## config.mk

```make
export PLATFORM = sky130hd
export DESIGN_NAME = rom_dl_packer
export DESIGN_NICKNAME = d
export VERILOG_FILES = /design/src/rtl/rom_dl_packer.sv
export SDC_FILE = /design/constraint.sdc
export NUM_CORES = 1
export LEC_CHECK = 0
export ABC_AREA = 0
export CORE_MARGIN = 2
export CORE_UTILIZATION = 37
export CTS_CLUSTER_DIAMETER = 100
export DETAILED_ROUTE_END_ITERATION = 10
export GPL_TIMING_DRIVEN = 1
export PLACE_DENSITY_LB_ADDON = 0.3
export SETUP_SLACK_MARGIN = 0.3
export SLEW_MARGIN = 10
export SYNTH_ARGS = -nofsm -noshare
export SYNTH_HDL_FRONTEND = slang
export SYNTH_SLANG_ARGS = --single-unit
```

## constraint.sdc

```tcl
create_clock -name clk_sys -period 4.5 [get_ports clk_sys]
set_input_delay 0.45 -clock clk_sys [delete_from_list [all_inputs] [get_ports clk_sys]]
set_output_delay 0.45 -clock clk_sys [all_outputs]
set_load 0.03 [all_outputs]
```

## src/rtl/rom_dl_packer.sv

```systemverilog
// ============================================================================
// Module  : rom_dl_packer
// Brief   : Packs ROM download bytes into 16-bit big-endian SDRAM words,
//           buffers them in a small FIFO and flags completion of the upload.
// Revision: 1.0 - initial release
// ============================================================================
`default_nettype none

module rom_dl_packer #(
    parameter int          FIFO_DEPTH = 4,
    parameter int          ADDR_W     = 25,
    parameter logic [7:0]  PAD_BYTE   = 8'hFF
) (
    input  logic              clk_sys,
    input  logic              reset_n,
    input  logic              dl_active,
    input  logic              dl_wr,
    input  logic [ADDR_W-1:0] dl_addr,
    input  logic [7:0]        dl_data,
    output logic              wr_req,
    output logic [ADDR_W-2:0] wr_addr,
    output logic [15:0]       wr_data,
    output logic [1:0]        wr_be,
    input  logic              wr_ack,
    output logic              rom_loaded,
    output logic              overflow
);

    localparam int c_aw      = $clog2(FIFO_DEPTH);
    localparam int c_ptr_w   = c_aw + 1;
    localparam int c_entry_w = (ADDR_W - 1) + 16 + 2;

    typedef enum logic [1:0] {
        S_IDLE  = 2'd0,
        S_LOAD  = 2'd1,
        S_FLUSH = 2'd2,
        S_DONE  = 2'd3
    } state_t;

    state_t              r_state, w_state_nxt;
    logic                r_active_d;
    logic                r_restart, w_restart_nxt;
    logic                r_hold_valid, w_hold_valid_nxt;
    logic [ADDR_W-2:0]   r_hold_addr, w_hold_addr_nxt;
    logic [15:0]         r_hold_data, w_hold_data_nxt;
    logic [1:0]          r_hold_mask, w_hold_mask_nxt;
    logic                r_rom_loaded, r_overflow;

    logic [c_entry_w-1:0] r_mem [FIFO_DEPTH];
    logic [c_ptr_w-1:0]   r_wptr, r_rptr;
    logic [c_entry_w-1:0] w_head;

    logic                 w_rise, w_fall;
    logic                 w_full, w_empty, w_pop, w_space, w_write;
    logic                 w_push, w_set_loaded;
    logic [c_entry_w-1:0] w_push_entry;
    logic [ADDR_W-2:0]    w_byte_waddr;
    logic [1:0]           w_bm;
    logic [15:0]          w_cap_data, w_mrg_data;

    assign w_rise = dl_active & ~r_active_d;
    assign w_fall = ~dl_active & r_active_d;

    assign w_empty = (r_wptr == r_rptr);
    assign w_full  = (r_wptr[c_ptr_w-1] != r_rptr[c_ptr_w-1]) &&
                     (r_wptr[c_aw-1:0] == r_rptr[c_aw-1:0]);
    assign w_pop   = wr_ack & ~w_empty;
    // A pop in the same cycle frees the slot, so a full FIFO can still accept.
    assign w_space = ~w_full | w_pop;
    assign w_write = w_push & w_space;

    assign w_byte_waddr = dl_addr[ADDR_W-1:1];
    assign w_bm         = dl_addr[0] ? 2'b01 : 2'b10;
    assign w_cap_data   = dl_addr[0] ? {PAD_BYTE, dl_data} : {dl_data, PAD_BYTE};
    assign w_mrg_data   = dl_addr[0] ? {r_hold_data[15:8], dl_data}
                                     : {dl_data, r_hold_data[7:0]};

    always_comb begin
        w_state_nxt      = r_state;
        w_restart_nxt    = r_restart;
        w_hold_valid_nxt = r_hold_valid;
        w_hold_addr_nxt  = r_hold_addr;
        w_hold_data_nxt  = r_hold_data;
        w_hold_mask_nxt  = r_hold_mask;
        w_push           = 1'b0;
        w_push_entry     = {r_hold_addr, r_hold_data, r_hold_mask};
        w_set_loaded     = 1'b0;

        case (r_state)
            S_IDLE, S_DONE: begin
                if (w_rise) w_state_nxt = S_LOAD;
            end
            S_LOAD: begin
                if (dl_wr) begin
                    if (r_hold_valid && (r_hold_addr == w_byte_waddr) &&
                        ((r_hold_mask & w_bm) == 2'b00)) begin
                        // Held word always has exactly one half, so a merge completes it.
                        w_push           = 1'b1;
                        w_push_entry     = {r_hold_addr, w_mrg_data, 2'b11};
                        w_hold_valid_nxt = 1'b0;
                    end else begin
                        w_push           = r_hold_valid;
                        w_hold_valid_nxt = 1'b1;
                        w_hold_addr_nxt  = w_byte_waddr;
                        w_hold_data_nxt  = w_cap_data;
                        w_hold_mask_nxt  = w_bm;
                    end
                end
                if (w_fall) w_state_nxt = S_FLUSH;
            end
            S_FLUSH: begin
                if (w_rise) w_restart_nxt = 1'b1;
                if (r_hold_valid) begin
                    if (w_space) begin
                        w_push           = 1'b1;
                        w_hold_valid_nxt = 1'b0;
                    end
                end else if (w_empty) begin
                    w_restart_nxt = 1'b0;
                    if (r_restart || w_rise) begin
                        w_state_nxt = S_LOAD;
                    end else begin
                        w_state_nxt  = S_DONE;
                        w_set_loaded = 1'b1;
                    end
                end
            end
            default: w_state_nxt = S_IDLE;
        endcase
    end

    always_ff @(posedge clk_sys or negedge reset_n) begin
        if (!reset_n) begin
            r_state      <= S_IDLE;
            r_active_d   <= 1'b0;
            r_restart    <= 1'b0;
            r_hold_valid <= 1'b0;
            r_hold_addr  <= '0;
            r_hold_data  <= '0;
            r_hold_mask  <= '0;
            r_rom_loaded <= 1'b0;
            r_overflow   <= 1'b0;
            r_wptr       <= '0;
            r_rptr       <= '0;
        end else begin
            r_state      <= w_state_nxt;
            r_active_d   <= dl_active;
            r_restart    <= w_restart_nxt;
            r_hold_valid <= w_hold_valid_nxt;
            r_hold_addr  <= w_hold_addr_nxt;
            r_hold_data  <= w_hold_data_nxt;
            r_hold_mask  <= w_hold_mask_nxt;

            if (w_rise)
                r_rom_loaded <= 1'b0;
            else if (w_set_loaded)
                r_rom_loaded <= 1'b1;

            if (w_rise)
                r_overflow <= 1'b0;
            else if (w_push && !w_space)
                r_overflow <= 1'b1;

            if (w_write) r_wptr <= r_wptr + c_ptr_w'(1);
            if (w_pop)   r_rptr <= r_rptr + c_ptr_w'(1);
        end
    end

    always_ff @(posedge clk_sys) begin
        if (w_write) r_mem[r_wptr[c_aw-1:0]] <= w_push_entry;
    end

    // Outputs are forced to zero while empty so reset clears them asynchronously.
    assign w_head     = w_empty ? '0 : r_mem[r_rptr[c_aw-1:0]];
    assign wr_req     = ~w_empty;
    assign wr_addr    = w_head[c_entry_w-1 -: (ADDR_W-1)];
    assign wr_data    = w_head[17:2];
    assign wr_be      = w_head[1:0];
    assign rom_loaded = r_rom_loaded;
    assign overflow   = r_overflow;

endmodule

`default_nettype wire

```

==> impl_results.md <==
- Outcome: completed
- Die Ht: 163 um
- Synthesized area per cell: ~18 um^2
- CTS Buffer Depth: 3
- Worst setup path start: r_rptr[0]$_DFFE_PN0P_
- RR Startpoint: r_state[1]$_DFFE_PN0P_
- Initial Util: 0.375
- Post-CTS Setup Repair Bufs: 0
- CTS root buf: clkbuf_16
- Post-synth top flop: edfxtp_1
- Clock-pin slew on the worst setup and hold paths: ~0.06 ns
- Sequential share of the synthesized area: 0.684
- Clock Latency Late Sink: around 0.50 ns
- Std-Cell Rows: between 50 and 60
- Core footprint: about 25,000 um^2
- Final Cycle Share: 0.774
- DR WL/cell: between 20 and 25 um
- Cell variety after synth: 44
- Worst-case reg-to-reg path depth: 6
- Setup tns final: 0 ns
- Global route overflow: 0
- RSZ-0062 raised after global routing: false
- CTS resizes: 0
- Initial antenna violation count: 0
- Worst setup EP type: output port
- Setup crit end: wr_addr[21]
- Largest net degree at the start of global routing: 56
- Metal-1 WL: about 8300 um
- CTS Buf Count: 22
- DRC viols: 0
- Post-Synthesis Net Count: ~560
- Max-slew violations: 0
- Die ar.: 26,600 um^2
- Mapped Cells: 513
- Max incr delay on CP: around 0.73 ns
- Cts hold-fix bufs: 0
- Final instance area: roughly 11,000 um^2
- Total track usage: 0.144
- DP HPWL: between 10,000 and 15,000 um
- CP Launch Type: flop
- Metal3 WL: between 900 and 1000 um
- Via density: 5.09
- Max Used Layer: met4
- Layout cells sized above 1: 0.232
- Max-slew headroom: 0.367
- LEAKAGE: 3.86 nW
- Critical Setup Path Class: reg -> out
- Fin nets: 651
- DP Area: 10,600 um^2
- Die W: roughly 160 um
- Cell Area, Synth: 9380 um^2
- Synth Warn #: 0
- Synth area leaders: edfxtp_1 (54%), dfrtp_1 (15%), mux4_2 (10%)
- Number of synthesized flops with an enable pin: approximately 170
- Reg-to-reg setup timing slack: approximately 1.4 ns
- Port bufs: between 80 and 90
- RR Endpoint: r_hold_addr[12]$_DFFE_PN0P_
- # setup viols final: 0
- Tmin final: ~3.5 ns
- DRT Wirelength: 19,100 um
- Vias in the first global route: between 5,000 and 6,000
- Post-route antenna net violation count: 0
- Peak supply drop: just over 0.0003 V
- H-tree Lvls: 1
- PwrDens: about 760 nW/um^2
- DR vias: 4,843
- Area leader, netlist: edfxtp_1
- Routed wl met2: 9430 um
- Worst slew pin tran: ~0.95 ns
- CP arrival: 3.03 ns
- Leading cell types by count after synthesis: edfxtp_1 (168), dfrtp_1 (55), and2_1 (46), mux4_2 (42), xnor2_1 (25)
- Max Clk Rate: between 0.2 and 0.3 GHz
- CP required: slightly above 4 ns
- Slowest cell on crit path: buf_4
- Worst Skew: roughly 0.0094 ns
- Final Hold Violating Endpoints: 0
- Asr flop ratio synth: 0.247
- Count leader, synth: edfxtp_1
- CP cell instances: buf_4, mux4_2, and2_1, clkdlybuf4s50_1
- Area added between synthesis and finish: 21.4%
- Clk sinks: between 200 and 250
- Maxcap violations: 0
- HP Class: in -> async
- 1st-iter DRT viols: 198
- Yosys reg bits: 223
- Final GP Congestion: 0.727
- CP Max Fanout: 44
- Post-synth top area share: 0.538
- CTS tree: yes
- Ports: between 80 and 90
- First-pass GRT wire length: 29,400 um
- Drt pass-1 iters: 4
[logic make-up after synthesis]
| logic type | count (synthesis) | share of synthesized area |
|---|---|---|
| flip-flops | 223 | 0.684 |
| AND/OR/NAND/NOR | 98 | 0.0707 |
| multiplexers | 86 | 0.161 |
| AO/OA/AOI/OAI | 34 | 0.0273 |
| buffers and inverters | 33 | 0.0167 |
| XOR/XNOR | 31 | 0.0289 |
| adder cells (fa/ha/maj) | 8 | 0.0107 |
[per-layer routing]
layer	vias up	global-route usage
met3	40	0.0259
li1	2181	-
met5	-	0
met4	0	0.0386
met2	117	0.249
met1	2505	0.188
[layout make-up]
type	instances	area, um^2
antenna	1	2.50
clock buffer	26	597
clock inverter	14	194
fill	2149	13600
inverter	7	26.3
multi-input combinational	257	2820
sequential	223	6420
tap	330	413
timing repair buffer	94	918
[worst min path at each step]
stage | to | cells past startpoint | from
after floorplan | overflow$_DFFE_PN0P_ | 0 | reset_n
after global placement | r_wptr[2]$_DFFE_PN0P_ | 1 | r_wptr[2]$_DFFE_PN0P_
after detailed placement | r_wptr[2]$_DFFE_PN0P_ | 1 | r_wptr[2]$_DFFE_PN0P_
after CTS | r_hold_addr[19]$_DFFE_PN0P_ | 2 | reset_n
after global routing | r_hold_addr[19]$_DFFE_PN0P_ | 2 | reset_n
final | r_hold_addr[19]$_DFFE_PN0P_ | 2 | reset_n
[registers in the layout, indices dropped and copies added (netlist names)]
name,flops
r_active_d,1
r_rptr,3
r_hold_data,16
r_mem,168
r_state,2
r_wptr,3
r_hold_mask,2
r_restart,1
rom_loaded,1
r_hold_valid,1
overflow,1
r_hold_addr,24
[placed cells by master, fill, tap and decap left out, drive strengths merged, types with 6 or more instances in the layout]
cell and instances:
nor3 8, ha 8, dfrtp 55, clkbuf 26, nor3b 9, nor2 6
a21oi 6, inv 9, xor2 6, a2bb2oi 16, xnor2 25, buf 13
clkdlybuf4s50 81, mux2 42, and2 46, mux4 42, nand4 10, edfxtp 168
[per-stage QoR]
stage	setup WS [ns]	hold WS, ns	util	std cells	power, W
CTS	0.933	0.125	0.455	951	0.00871
global route	0.839	0.155	0.455	951	0.00903
global placement	1.14	0.474	0.423	911	0.00666
floorplan	1.75	0.154	-	513	0.00547
detailed placement	0.999	0.482	0.423	911	0.00674
finish	1.02	0.0993	0.455	952	0.00861
[power by group]
group / leakage, nW / switching [W] / internal (W) / total [W]
logic: 1.36 / 0.00190 / 0.00164 / 0.00354
registers: 2.12 / 0.000306 / 0.00280 / 0.00311
clock network: 0.373 / 0.000772 / 0.00119 / 0.00196
[critical path, delay by kind of cell, from the launching register on]
family / cells / cell delay, ns
buf+inv: 2 / 1.33
mux: 1 / 0.61
flops: 1 / 0.36
simple gates: 1 / 0.20
No activity file was read; power rests on OpenSTA's default activity.
